**config.mk**
```make
export PLATFORM = sky130hd
export DESIGN_NAME = readout_sequencer_flat
export DESIGN_NICKNAME = d
export VERILOG_FILES = /design/src/rtl/readout_sequencer_if.sv /design/src/rtl/readout_sequencer.sv /design/src/flat_wrapper.sv
export SDC_FILE = /design/constraint.sdc
export NUM_CORES = 1
export LEC_CHECK = 0
export BUFFER_PORTS_ARGS = -buffer_cell sky130_fd_sc_hd__buf_2
export CAP_MARGIN = 20
export CORE_MARGIN = 3
export CORE_UTILIZATION = 49
export CTS_BUF_LIST = sky130_fd_sc_hd__clkbuf_4 sky130_fd_sc_hd__clkbuf_8
export CTS_CLUSTER_SIZE = 30
export DETAILED_ROUTE_END_ITERATION = 10
export PLACE_DENSITY = 0.78
export SYNTH_ARGS = -nofsm -noshare
export SYNTH_HDL_FRONTEND = slang
export SYNTH_SLANG_ARGS = --single-unit
```
**constraint.sdc**
```tcl
create_clock -name clk -period 1.8 [get_ports clk]
set_input_delay 0.18 -clock clk [delete_from_list [all_inputs] [get_ports clk]]
set_output_delay 0.18 -clock clk [all_outputs]
set_load 0.01 [all_outputs]
```
**src/rtl/readout_sequencer_if.sv**
```systemverilog
// Handshake and bus bundle between the readout sequencer, the pixel array and the
// downstream byte consumer.
interface readout_sequencer_if #(
    parameter int horizontal_pixels = 2,
    parameter int vertical_pixels   = 2
);
    logic                           start;
    logic [8*horizontal_pixels-1:0] col_data;
    logic [vertical_pixels-1:0]     read;
    logic [7:0]                     out_data;
    logic                           out_valid;
    logic                           out_ready;
    logic                           out_first;
    logic                           out_last;
    logic                           busy;
    logic                           frame_done;
    logic                           err_overrun;

    modport master (
        input  start, col_data, out_ready,
        output read, out_data, out_valid, out_first, out_last, busy, frame_done, err_overrun
    );

    modport slave (
        output start, col_data, out_ready,
        input  read, out_data, out_valid, out_first, out_last, busy, frame_done, err_overrun
    );
endinterface

```
**src/rtl/readout_sequencer.sv**
```systemverilog
// Row-by-row pixel array readout: select a row, let it settle, capture the column
// bus, then stream the captured bytes out over a valid/ready handshake.
module readout_sequencer #(
    parameter int horizontal_pixels = 2,
    parameter int vertical_pixels   = 2,
    parameter int settle_cycles     = 2
) (
    input  logic                clk,
    input  logic                reset,
    readout_sequencer_if.master bus
);
    localparam int CW = (horizontal_pixels > 1) ? $clog2(horizontal_pixels) : 1;
    localparam int RW = (vertical_pixels > 1) ? $clog2(vertical_pixels) : 1;
    localparam logic [CW-1:0] COL_LAST    = CW'(horizontal_pixels - 1);
    localparam logic [RW-1:0] ROW_LAST    = RW'(vertical_pixels - 1);
    localparam logic [7:0]    SETTLE_LAST = 8'(settle_cycles - 1);

    typedef enum logic [1:0] {IDLE, SELECT, CAPTURE, STREAM} state_t;

    // With no settle time a row goes straight from selection to capture.
    localparam state_t ROW_ENTRY = (settle_cycles == 0) ? CAPTURE : SELECT;

    state_t                         state_q, state_d;
    logic [RW-1:0]                  row_idx_q, row_idx_d;
    logic [CW-1:0]                  col_idx_q, col_idx_d;
    logic [7:0]                     settle_q, settle_d;
    logic [8*horizontal_pixels-1:0] row_buf_q, row_buf_d;
    logic                           frame_done_q, frame_done_d;
    logic                           err_q, err_d;
    logic                           hs;

    assign hs = (state_q == STREAM) && bus.out_ready;

    always_ff @(posedge clk) begin
        if (reset) begin
            state_q      <= IDLE;
            row_idx_q    <= '0;
            col_idx_q    <= '0;
            settle_q     <= '0;
            frame_done_q <= 1'b0;
            err_q        <= 1'b0;
        end else begin
            state_q      <= state_d;
            row_idx_q    <= row_idx_d;
            col_idx_q    <= col_idx_d;
            settle_q     <= settle_d;
            frame_done_q <= frame_done_d;
            err_q        <= err_d;
        end
    end

    // Row buffer content is don't-care after reset; it is always refilled before use.
    always_ff @(posedge clk) begin
        row_buf_q <= row_buf_d;
    end

    always_comb begin
        state_d      = state_q;
        row_idx_d    = row_idx_q;
        col_idx_d    = col_idx_q;
        settle_d     = settle_q;
        row_buf_d    = row_buf_q;
        frame_done_d = 1'b0;
        err_d        = err_q | (bus.start & (state_q != IDLE));
        unique case (state_q)
            IDLE: begin
                if (bus.start) begin
                    row_idx_d = '0;
                    col_idx_d = '0;
                    settle_d  = '0;
                    state_d   = ROW_ENTRY;
                end
            end
            SELECT: begin
                if (settle_q == SETTLE_LAST) begin
                    settle_d = '0;
                    state_d  = CAPTURE;
                end else begin
                    settle_d = settle_q + 8'd1;
                end
            end
            CAPTURE: begin
                row_buf_d = bus.col_data;
                state_d   = STREAM;
            end
            STREAM: begin
                if (hs) begin
                    if (col_idx_q == COL_LAST) begin
                        col_idx_d = '0;
                        if (row_idx_q == ROW_LAST) begin
                            state_d      = IDLE;
                            frame_done_d = 1'b1;
                        end else begin
                            row_idx_d = row_idx_q + 1'b1;
                            state_d   = ROW_ENTRY;
                        end
                    end else begin
                        col_idx_d = col_idx_q + 1'b1;
                    end
                end
            end
            default: state_d = IDLE;
        endcase
    end

    // Outputs decode registered state only, so they hold steady under backpressure.
    always_comb begin
        bus.read        = '0;
        bus.out_data    = '0;
        bus.out_valid   = 1'b0;
        bus.out_first   = 1'b0;
        bus.out_last    = 1'b0;
        bus.busy        = (state_q != IDLE);
        bus.frame_done  = frame_done_q;
        bus.err_overrun = err_q;
        if (state_q == SELECT || state_q == CAPTURE) begin
            for (int r = 0; r < vertical_pixels; r++) begin
                bus.read[r] = (row_idx_q == RW'(r));
            end
        end
        if (state_q == STREAM) begin
            bus.out_valid = 1'b1;
            for (int c = 0; c < horizontal_pixels; c++) begin
                if (col_idx_q == CW'(c)) begin
                    bus.out_data = row_buf_q[8*c +: 8];
                end
            end
            bus.out_first = (row_idx_q == '0) && (col_idx_q == '0);
            bus.out_last  = (row_idx_q == ROW_LAST) && (col_idx_q == COL_LAST);
        end
    end
endmodule

```
**src/flat_wrapper.sv**
```systemverilog
// flat-port wrapper written by rule: the top's interface ports become plain ports
module readout_sequencer_flat 
#(
    parameter int horizontal_pixels = 2,
    parameter int vertical_pixels   = 2,
    parameter int settle_cycles     = 2
)
  (clk, reset, bus_start, bus_col_data, bus_out_ready, bus_read, bus_out_data, bus_out_valid, bus_out_first, bus_out_last, bus_busy, bus_frame_done, bus_err_overrun);
  readout_sequencer_if #(.horizontal_pixels(horizontal_pixels), .vertical_pixels(vertical_pixels)) bus_i ();
  input  logic clk;
  input  logic reset;
  input wire logic [$bits(bus_i.start)-1:0] bus_start;
  input wire logic [$bits(bus_i.col_data)-1:0] bus_col_data;
  input wire logic [$bits(bus_i.out_ready)-1:0] bus_out_ready;
  output wire logic [$bits(bus_i.read)-1:0] bus_read;
  output wire logic [$bits(bus_i.out_data)-1:0] bus_out_data;
  output wire logic [$bits(bus_i.out_valid)-1:0] bus_out_valid;
  output wire logic [$bits(bus_i.out_first)-1:0] bus_out_first;
  output wire logic [$bits(bus_i.out_last)-1:0] bus_out_last;
  output wire logic [$bits(bus_i.busy)-1:0] bus_busy;
  output wire logic [$bits(bus_i.frame_done)-1:0] bus_frame_done;
  output wire logic [$bits(bus_i.err_overrun)-1:0] bus_err_overrun;
  assign bus_i.start = bus_start;
  assign bus_i.col_data = bus_col_data;
  assign bus_i.out_ready = bus_out_ready;
  assign bus_read = bus_i.read;
  assign bus_out_data = bus_i.out_data;
  assign bus_out_valid = bus_i.out_valid;
  assign bus_out_first = bus_i.out_first;
  assign bus_out_last = bus_i.out_last;
  assign bus_busy = bus_i.busy;
  assign bus_frame_done = bus_i.frame_done;
  assign bus_err_overrun = bus_i.err_overrun;
  readout_sequencer #(.horizontal_pixels(horizontal_pixels), .vertical_pixels(vertical_pixels), .settle_cycles(settle_cycles)) u_core (.clk(clk), .reset(reset), .bus(bus_i));
endmodule
```
# == Word level (Yosys, flattened, before mapping) ==
# Index checks and enable logic that the tools add are counted.
# word_totals
regBits,30
in_bits,20
output_inout_bits,16
word_cells,61
# op_classes
add_sub_neg,3
eq_ne,8
mux,24
bitwise,6
n_reduce_logical,13
# op_table
cell,n
8-bit two-way mux,4
8-bit one-hot mux with 2 select lines,1
1-bit two-way mux,11
2-bit two-way mux,5
"8-bit by 1-bit adder with 8-bit output, second input constant",1
"8-bit by 1-bit == test with 1-bit output, second input constant",1
2-bit one-hot mux with 4 select lines,1
4-bit AND reduction,2
"2-bit by 1-bit inequality test with 1-bit output, second input constant",3
2-bit nonzero test,3
"2-bit == test, second input constant",2
1-bit NOT,4
1-bit one-hot mux with 2 select lines,2
4-bit OR reduction,1
1-bit logical AND,3
3-bit AND reduction,1
"1-bit adder, second input constant",2
"2-bit by 1-bit == test with 1-bit output, second input constant",1
2-bit zero test,1
"2-bit inequality test, second input constant",1
2-bit AND reduction,1
1-bit bitwise AND,1
1-bit logical OR,1
1-bit bitwise OR,1

# == Longest topological paths before layout ==
# Gate-level depths: netlist (run 1).
# depth
ltp_word,5
depth_mapped,6
mapped_depth_nobuf,6

# == Worst setup path before layout (run 1) ==
# OpenSTA, ideal clock, no wires.
# synth_timing
kind,reg2reg
start,register u_core.state_q[0]
end,register u_core.settle_q[6]
setup_ps,116
arrival_time_ps,1622
required_ps,1684
slack_ps,62
path_stages_with_launch,7
n_path_buf,0
period_less_slack_ps,1738
path_cell_list,dfxtp_1 > inv_1 > ha_1 > mux2_2 > or3b_2 > xor2_1 > nor2_1
# synth_via
elab_chain_len,3
elab_cells_between_ends,6
classes_between,eq/ne: 2; mux: 1; reduce/logical: 3
# synth_lines
element,line_no,source
start: declaration,readout_sequencer.sv:23,"state_t state_q, state_d;"
start signal: assignment,readout_sequencer.sv:43,state_q <= state_d;
2-bit by 1-bit == test with 1-bit output / 2-bit zero test (equally long branches),readout_sequencer.sv:65,unique case (state_q)
2-bit nonzero test (no line) / 2-bit inequality test (equally long branches),-,
2-bit AND reduction (no line),-,
end signal: assignment,readout_sequencer.sv:46,settle_q <= settle_d;
end: declaration,readout_sequencer.sv:26,"logic [7:0] settle_q, settle_d;"
# Parallel ways exist; a longest one is shown, timed or not.
# A chain may end at the register's enable or synchronous reset.

# == Final worst setup path (run 1) ==
# layout_timing
start,register u_core.settle_q[1]
end,register u_core.state_q[0]
# layout_via
elab_chain_len,3
# layout_lines
element,line_no,source
8-bit by 1-bit == test with 1-bit output,readout_sequencer.sv:75,if (settle_q == SETTLE_LAST) begin
2-bit by 1-bit inequality test with 1-bit output (no line),-,
4-bit AND reduction (no line),-,
# No other way between the ends.

==> flow_summary.ini, run 1 <==
[sta]
min_period_over_period_pct = 100
setup_viol_count_final = 1
worst_slack_ns = -0.00452
max_freq_mhz = 554
hold_violations = 0
slew_headroom_pct = 78.9
holdWs_ns = 0.0207
clock-skew-final_ns = 0.00821
period_minus_slack_ns = 1.80
rsz0062_at_grt = yes
drv_slew = 0
worst_pin_slew_ns = 0.315

[floorplanning]
dieWidth_um = 59
start_util_pct = 53.6
die_h_um = 59
die-area_sq_um = 3480
ioPinCount = 36
std_cell_rows = 18
fp.coreArea_sq_um = 2570

[critical_path]
endpoint_kind = flop
crit_family = compound AO/OA/AOI/OAI gates
crit_arrival_ns = 2.03
r2r_cells = 6
path_max_fanout = 6
reg2reg_setup_slack_ns = -0.005
r2r_start = u_core.settle_q[1]$_SDFFE_PP0P_
path_cells = inv_1 > ha_1 > or4b_4 > o41ai_4 > a31oi_1 > a311oi_1
crit_path_top_delay_cell = or4b_4
critPathRequiredTime_ns = 2.03
cp.depth = 6
cpPeakStageDelay_ns = 0.47
crit_type = reg -> reg
startpoint_type = flop
critPathBufInv = 1
timing.rr.end = u_core.state_q[0]$_SDFFE_PP0P_

[clocking]
numCtsBuffers = 5
path_clk_slew_ns = 0.10
clk_latency_ns = 0.33
cts-root-buf = clkbuf_4
cts_tree = done
clockBufferDepth = 2
cts.sinks = 30
htree_levels = 2

[drt]
drt_first_pass_iters = 4
drc = 0
vias = 1048
drt-total-wl_mm = 2.93
wire_per_inst_um = 14.4
ant_nets = 0
drtIter0Drc = 32
vias_per_cell = 5.16

[synthesis]
ys_seq_area_share_pct = 55.3
synth_area_sq_um = 1380
synthCells = 117
synth_fp_nets = 143
synth_warnings = 0
ys_ff_latch = 30
ys_types = 31
syn_avg_cell_area_sq_um = 11.8

[pwr]
combinationalPowerShare_pct = 37.8
clkPwrFrac_pct = 17.7
power_leakage_nw = 0.732
ir_drop_mv = 0.840
switching_share_pct = 34.6
sequentialPowerShare_pct = 44.4
switching_power_w = 0.000734
internal-power_w = 0.00139
powerDensity_nw_per_um2 = 1180

[placement]
dp_cells = 185
io_buffer_count = 35
hpwl_mm = 1.86
gp_congestion = 0.840

[worst_hold_path]
holdPathStages = 1
min_from = bus_col_data[10]
hold_path_class = in -> reg
hold_end = u_core.row_buf_q[10]$_DFFE_PN_

[run_status]
status = finished, violations left
violations = negative setup slack

[cells_and_area]
synthToLayoutAreaGrowth_pct = 30.5
n_antenna_cell = 0
layout_common_cells = buf_2 (35), edfxtp_1 (16), nor2b_1 (13)
seq_area_sq_um = 763
multi_input_comb_area_sq_um = 602
nNetsFinal = 198
fill_cells = 202
final_common_cell = buf_2
drive_above_1_share_pct = 34.1
stdcell_count = 203

[run]
drv_cap = 0

[grt]
grt_max_degree = 17
antenna_found_initial = 0
grt_first_pass_wirelength_mm = 4.13
grt_pass1_vias = 983
grtUsageTotal_pct = 16.2
gr-total-overflow = 0
## worst reg2reg max path, cell delays in order (launching register included)
cell and delay [ns]:
dfxtp_2 0.35, inv_1 0.06, ha_1 0.14, or4b_4 0.47
o41ai_4 0.28, a31oi_1 0.16, a311oi_1 0.24
## Yosys cell counts
| cell type | instances | area share, % |
|---|---|---|
| o21ai_0 | 3 | 1.1 |
| nor2b_1 | 13 | 5.9 |
| inv_1 | 5 | 1.4 |
| and2_1 | 1 | 0.45 |
| dfxtp_1 | 14 | 20 |
| clkbuf_1 | 2 | 0.55 |
| a21oi_1 | 5 | 1.8 |
| nor2_1 | 10 | 2.7 |
| nor3_1 | 1 | 0.36 |
| a211oi_1 | 1 | 0.55 |
| and3b_1 | 1 | 0.64 |
| xor2_1 | 5 | 3.2 |
| a21o_2 | 2 | 1.3 |
| and4_2 | 1 | 0.73 |
| a311oi_1 | 1 | 0.64 |
| edfxtp_1 | 16 | 35 |
| mux2_2 | 1 | 0.82 |
| nand4b_1 | 1 | 0.64 |
| and3_1 | 1 | 0.45 |
| nand2_1 | 4 | 1.1 |
| nor3b_1 | 2 | 1.1 |
| xnor2_1 | 2 | 1.3 |
| ha_1 | 6 | 5.5 |
| or3b_2 | 1 | 0.64 |
| mux2i_1 | 8 | 5.8 |
| buf_1 | 1 | 0.27 |
| a31oi_1 | 1 | 0.45 |
| nand3_1 | 3 | 1.1 |
| o41ai_4 | 1 | 2.0 |
| nand4_1 | 3 | 1.4 |
| or4b_4 | 1 | 1.0 |
## what timing repair did
item,4_1_cts,5_1_grt
buffers inserted,0,0
endpoints found under the hold margin,1,9
hold buffers,1,9
pin swaps,0,2
setup endpoints to repair,1,11
gates resized for setup,1,4
## power groups by stage
| stage | clock (W) | sequential (W) | combinational, W |
|---|---|---|---|
| 2_1_floorplan | 0 | 0.000943 | 0.000483 |
| 3_3_place_gp | 0 | 0.000935 | 0.000725 |
| 4_1_cts | 0.000394 | 0.000930 | 0.000762 |
| 5_1_grt | 0.000425 | 0.000956 | 0.000875 |
| 3_5_place_dp | 0 | 0.000943 | 0.000752 |
| 6_report | 0.000376 | 0.000943 | 0.000803 |
## through the flow
step                      area [sq um]  utilization [%]  TNS [ns]  worst slack [ns]  total power [W]
after CTS                         1690             65.8         0           0.00521          0.00209
after floorplan                   1380                -         0            0.0625          0.00143
after global routing              1800             69.9   -0.0494           -0.0334          0.00226
after global placement            1620             63.2         0            0.0785          0.00166
after detailed placement          1620             63.2         0            0.0438          0.00169
final                             1800             69.9  -0.00452          -0.00452          0.00212
## logic make-up after synthesis
family	count (synthesis)	synth area share (%)
muxes	9	6.64
buffers and inverters	8	2.18
xor gates and xnor gates	7	4.45
and+or+nand+nor	43	18.2
DFF	30	55.3
AOI/OAI and AO/OA	14	7.82
adders and majority gates	6	5.45
## state kept, by name, summed over array words and instances (netlist names)
signal / cells
u_core.bus.frame_done: 1
u_core.settle_q: 8
u_core.col_idx_q: 1
u_core.row_idx_q: 1
u_core.state_q: 2
u_core.row_buf_q: 16
u_core.bus.err_overrun: 1
## per-layer routing
| layer | share of wire, % | track usage (%) | vias to the layer above |
|---|---|---|---|
| li1 | - | - | 524 |
| met3 | 5.0 | 5.88 | 4 |
| met1 | 37 | 17.4 | 496 |
| met2 | 57 | 28.1 | 24 |
| met5 | 0 | 0 | - |
| met4 | 0.92 | 7.77 | 0 |
## how the worst max path moves through the flow
| stage | startpoint | slack [ns] | endpoint |
|---|---|---|---|
| detailed placement | u_core.state_q[0]$_SDFFE_PP0P_ | 0.04 | u_core.state_q[0]$_SDFFE_PP0P_ |
| global route | u_core.settle_q[1]$_SDFFE_PP0P_ | -0.03 | u_core.state_q[0]$_SDFFE_PP0P_ |
| floorplan | u_core.state_q[0]$_SDFFE_PP0P_ | 0.06 | u_core.settle_q[6]$_SDFFE_PP0P_ |
| global placement | u_core.state_q[0]$_SDFFE_PP0P_ | 0.08 | u_core.state_q[0]$_SDFFE_PP0P_ |
| finish | u_core.settle_q[1]$_SDFFE_PP0P_ | -0.005 | u_core.state_q[0]$_SDFFE_PP0P_ |
| CTS | u_core.settle_q[1]$_SDFFE_PP0P_ | 0.005 | u_core.state_q[0]$_SDFFE_PP0P_ |
## final cells by class
type	instances	share of cell area (%)
clock buffers	5	2.09
clock inverters	3	0.906
inverters	5	1.05
multi-input cells	79	33.5
flip-flops and latches	30	42.5
well taps	30	2.09
repair buffers	51	17.8
(Power assumes the default switching activity.)
==> run 2, diff against run 1 <==
CORE_MARGIN = default   (was 3)
==> run 2 against run 1 <==
  * The flow now finishes without violations
  * Clock power up 88%
  * Clock skew is 0.0027 ns lower
  * Setup slack improved by 0.074 ns
  * Critical path depth unchanged
  * Fmax grew 4.2%
  * Non-clock buffer count shrank 3
  * Register-to-register slack improved by 0.07 ns
  * Sequential share of layout area fell by 0.64 points
  * Final area up 2.0%
  * Utilization up 1.4 points
==> flow_summary.ini, run 2 (same netlist as run 1, synthesis figures left out) <==
[critical_path]
endpoint_kind = flop
r2r_start = u_core.settle_q[1]$_SDFFE_PP0P_
critPathBufInv = 1
path_max_fanout = 5
cpPeakStageDelay_ns = 0.47
timing.rr.end = u_core.state_q[0]$_SDFFE_PP0P_
r2r_cells = 6
critPathRequiredTime_ns = 2.04
crit_family = compound AO/OA/AOI/OAI gates
crit_arrival_ns = 1.97
crit_type = reg -> reg
crit_path_top_delay_cell = or4b_4
reg2reg_setup_slack_ns = 0.07
path_cells = inv_2 > ha_1 > or4b_4 > o41ai_4 > a31oi_1 > a311oi_1
startpoint_type = flop

[sta]
holdWs_ns = 0.0164
clock-skew-final_ns = 0.00548
max_freq_mhz = 578
setup_viol_count_final = 0
drv_slew = 0
hold_violations = 0
worst_pin_slew_ns = 0.304
min_period_over_period_pct = 96.2
slew_headroom_pct = 79.6
period_minus_slack_ns = 1.73
worst_slack_ns = 0.0690
setup_tns_ns = 0

[worst_hold_path]
holdPathStages = 1
hold_path_class = in -> reg
hold_end = u_core.row_buf_q[0]$_DFFE_PN_
min_from = bus_col_data[0]

[grt]
use_met2_pct = 32.9
grt-busiest-layer = met2
grt_first_pass_wirelength_mm = 3.79
grtUsageTotal_pct = 18.8
grt_use_met1_pct = 19.7
gr-total-overflow = 0
grt_pass1_vias = 907
antenna_found_initial = 0
grt_max_degree = 17
grt_use_met3_pct = 8.20

[floorplanning]
dieWidth_um = 55
die-area_sq_um = 3030
start_util_pct = 53.6
die_h_um = 55
std_cell_rows = 18
fp.coreArea_sq_um = 2570
ioPinCount = 36

[run]
drv_cap = 0

[run_status]
status = finished clean

[pwr]
powerDensity_nw_per_um2 = 1340
ir_drop_mv = 1.20
power_leakage_nw = 0.750

[placement]
placed_cell_area_sq_um = 1620
dp_slack_ns = -0.0100
gp_congestion = 0.846
hpwl_mm = 1.83
io_buffer_count = 35

[drt]
drt_first_pass_iters = 4
wire_per_inst_um = 13.7
drc = 0
ant_nets = 0
vias_per_cell = 5.18
vias = 1035
drt-total-wl_mm = 2.74
drtIter0Drc = 12

[cells_and_area]
nNetsFinal = 195
max_flop_register = u_core.row_buf_q
layout_common_cells = buf_2 (35), edfxtp_1 (16), nor2b_1 (13)
fill_cells = 194
seq_area_sq_um = 767
final_common_cell = buf_2
reg_top3 = u_core.row_buf_q: 16 flops, u_core.settle_q: 8 flops, u_core.state_q: 2 flops
multi_input_comb_area_sq_um = 609
n_antenna_cell = 0
largest_reg_flops = 16
final_area_sq_um = 1830
drive_above_1_share_pct = 39.4
synthToLayoutAreaGrowth_pct = 33.1

[clocking]
path_clk_slew_ns = 0.09
numCtsBuffers = 5
cts.sinks = 30
clk_latency_ns = 0.33
cts-root-buf = clkbuf_4
htree_levels = 2
cts_tree = done
clockBufferDepth = 2
[run 2: timing repair]
action | in CTS | in global routing
hold buffers | 0 | 6
setup endpoints to repair | 2 | 11
setup buffers | 0 | 1
endpoints found under the hold margin | 0 | 6
pin swaps | 1 | 1
gates resized for setup | 2 | 10
[run 2: area by class of cell]
type / instances / area share [%]
repair buffers: 48 / 15.7
inverters: 5 / 1.02
multi-input cells: 79 / 33.3
clock inverters: 2 / 3.28
flip-flops and latches: 30 / 41.9
clock buffers: 6 / 2.80
well taps: 30 / 2.05
[run 2: metal layers]
layer	part of all wire [%]	up-vias
met5	0	-
met4	0.84	0
met3	4.7	4
met2	53	25
met1	41	489
li1	-	517
[run 2: worst max-delay path by stage]
stage / to / from / slack (ns) / depth (start not counted)
2_1_floorplan: u_core.settle_q[6]$_SDFFE_PP0P_ / u_core.state_q[0]$_SDFFE_PP0P_ / 0.06 / 6
3_3_place_gp: u_core.state_q[0]$_SDFFE_PP0P_ / u_core.state_q[0]$_SDFFE_PP0P_ / 0.08 / 7
3_5_place_dp: u_core.state_q[0]$_SDFFE_PP0P_ / u_core.state_q[0]$_SDFFE_PP0P_ / -0.01 / 7
4_1_cts: bus_out_first / u_core.state_q[0]$_SDFFE_PP0P_ / -0.002 / 4
5_1_grt: u_core.state_q[1]$_SDFFE_PP0P_ / u_core.settle_q[1]$_SDFFE_PP0P_ / -0.006 / 7
6_report: u_core.state_q[0]$_SDFFE_PP0P_ / u_core.settle_q[1]$_SDFFE_PP0P_ / 0.07 / 6
[run 2: power by group]
group / switching (W) / internal [W]
clock: 0.000237 / 0.000470
sequential: 0.0000755 / 0.000878
combinational: 0.000421 / 0.000378
total: 0.000733 / 0.00173
[run 2: through the flow]
stage | total power (W) | instances | utilization (%)
6_report | 0.00246 | 200 | 71.3
5_1_grt | 0.00261 | 200 | 71.3
4_1_cts | 0.00241 | 193 | 67.8
3_5_place_dp | 0.00170 | 185 | 63.2
3_3_place_gp | 0.00166 | 185 | 63.2
2_1_floorplan | 0.00143 | 117 | -
==> run 3, diff against run 2 <==
CORE_ASPECT_RATIO = 1.4   (was default)
==> run 3 against run 2 <==
  * The flow now finishes with violations (negative setup slack)
  * Critical endpoint is now u_core.settle_q[1]$_SDFFE_PP0P_
  * Largest cell class unchanged
  * First-iteration DRC count increased by 58%
  * Highest routed layer unchanged
  * Sequential share of layout area increased by 2.4 points
  * Die area about the same
  * Count of clock-buffer cells in the layout unchanged
==> flow_summary.ini, run 3 (same netlist as run 1, synthesis figures left out) <==
[drt]
ant_nets = 0
drc = 0
drtIter0Drc = 19
vias = 994
drt-total-wl_mm = 2.51
wire_per_inst_um = 12.6
drt_first_pass_iters = 4
vias_per_cell = 4.97

[sta]
max_freq_mhz = 541
worst_pin_slew_ns = 0.333
worst_slack_ns = -0.0467
slew_headroom_pct = 77.8
hold_violations = 0
min_period_over_period_pct = 103
rsz0062_at_grt = yes
clock-skew-final_ns = 0.00834
drv_slew = 0
setup_viol_count_final = 10
period_minus_slack_ns = 1.85

[critical_path]
startpoint_type = flop
cp.depth = 6
critPathRequiredTime_ns = 2.01
path_cells = inv_2 > ha_4 > or4b_4 > o41ai_4 > a21o_2 > a211oi_1
startpoint = u_core.settle_q[1]$_SDFFE_PP0P_
timing.rr.end = u_core.settle_q[1]$_SDFFE_PP0P_
reg2reg_setup_slack_ns = -0.05
crit_arrival_ns = 2.06
path_max_fanout = 8
crit_type = reg -> reg
r2r_start = u_core.settle_q[1]$_SDFFE_PP0P_
critPathBufInv = 1
endpoint = u_core.settle_q[1]$_SDFFE_PP0P_
endpoint_kind = flop
r2r_cells = 6
crit_path_top_delay_cell = or4b_4
crit_family = compound AO/OA/AOI/OAI gates
cpPeakStageDelay_ns = 0.46

[clocking]
clk_latency_ns = 0.33
numCtsBuffers = 5
cts-root-buf = clkbuf_4
cts_tree = done
path_clk_slew_ns = 0.09
htree_levels = 2
clockBufferDepth = 2
hold_buffers = 0
cts.sinks = 30

[cells_and_area]
final_area_sq_um = 1720
final_common_cell = buf_2
max_flop_register = u_core.row_buf_q
n_antenna_cell = 0
final_util_pct = 65.2
largest_reg_flops = 16
drive_above_1_share_pct = 39.6
layout_common_cells = buf_2 (35), edfxtp_1 (16), nor2b_1 (13)
synthToLayoutAreaGrowth_pct = 25.2
reg_top3 = u_core.row_buf_q: 16 flops, u_core.settle_q: 8 flops, u_core.state_q: 2 flops
nNetsFinal = 189

[grt]
gr-total-overflow = 0
grt_pass1_vias = 950
grt_max_degree = 17
grtUsageTotal_pct = 18.8
grt_first_pass_wirelength_mm = 4.00
antenna_found_initial = 0

[run]
drv_cap = 0

[placement]
gp_congestion = 0.819
hpwl_mm = 1.81
placed_cell_area_sq_um = 1630
dp_slack_ns = 0.0232
io_buffer_count = 35

[pwr]
ir_drop_mv = 0.800
switching_power_w = 0.000719
clkPwrFrac_pct = 18.2
internal-power_w = 0.00141
switching_share_pct = 33.7
sequentialPowerShare_pct = 43.8
powerDensity_nw_per_um2 = 1240
power_leakage_nw = 0.703
combinationalPowerShare_pct = 38.0

[floorplanning]
start_util_pct = 52.1
dieWidth_um = 46.8
ioPinCount = 36
fp.coreArea_sq_um = 2640
die-area_sq_um = 3030
std_cell_rows = 22
die_h_um = 64.7

[run_status]
violations = negative setup slack
status = finished, violations left

[worst_hold_path]
min_from = bus_col_data[2]
hold_path_class = in -> reg
-- run 3: what timing repair did --
item | in CTS | in global routing
hold endpoints to repair | 0 | 0
resized for setup | 2 | 7
setup buffers | 0 | 1
pin swaps | 0 | 5
endpoints found under the setup margin | 2 | 10
-- run 3: cell type report --
class	instances	area (sq um)
Inverter	5	18.8
Fill cell	217	920
Clock inverter	2	10.0
Multi-Input combinational cell	79	613
Sequential cell	30	763
Timing Repair Buffer	42	228
Clock buffer	6	45.0
Tap cell	36	45.0
-- run 3: through the flow --
stage | std cells | setup TNS [ns] | hold slack, ns | power (W)
final | 200 | -0.370 | 0.0149 | 0.00213
after global routing | 200 | -1.34 | 0.000863 | 0.00229
after CTS | 199 | 0 | 0.00333 | 0.00209
after detailed placement | 191 | 0 | 0.359 | 0.00169
after global placement | 191 | 0 | 0.358 | 0.00165
after floorplan | 117 | 0 | 0.249 | 0.00143
-- run 3: worst min-delay path by stage --
stage / end / cells past startpoint
finish: u_core.row_buf_q[2]$_DFFE_PN_ / 1
global route: u_core.row_buf_q[2]$_DFFE_PN_ / 1
CTS: u_core.row_buf_q[2]$_DFFE_PN_ / 1
detailed placement: u_core.row_buf_q[2]$_DFFE_PN_ / 1
global placement: u_core.row_buf_q[1]$_DFFE_PN_ / 1
floorplan: u_core.col_idx_q$_SDFFE_PP0P_ / 1
-- run 3: routing by layer --
| metal | vias up | track usage [%] | wire length [um] |
|---|---|---|---|
| li1 | 505 | - | - |
| met1 | 460 | 20.2 | 982 |
| met2 | 24 | 31.9 | 1350 |
| met3 | 5 | 4.18 | 110 |
| met4 | 0 | 10.7 | 63 |
| met5 | - | 0 | 0 |
-- run 3: power groups by stage --
stage | Clock (W) | Combinational [W] | Sequential, W
2_1_floorplan | 0 | 0.000483 | 0.000943
3_3_place_gp | 0 | 0.000721 | 0.000926
3_5_place_dp | 0 | 0.000758 | 0.000936
4_1_cts | 0.000402 | 0.000768 | 0.000923
5_1_grt | 0.000429 | 0.000915 | 0.000946
6_report | 0.000388 | 0.000810 | 0.000934
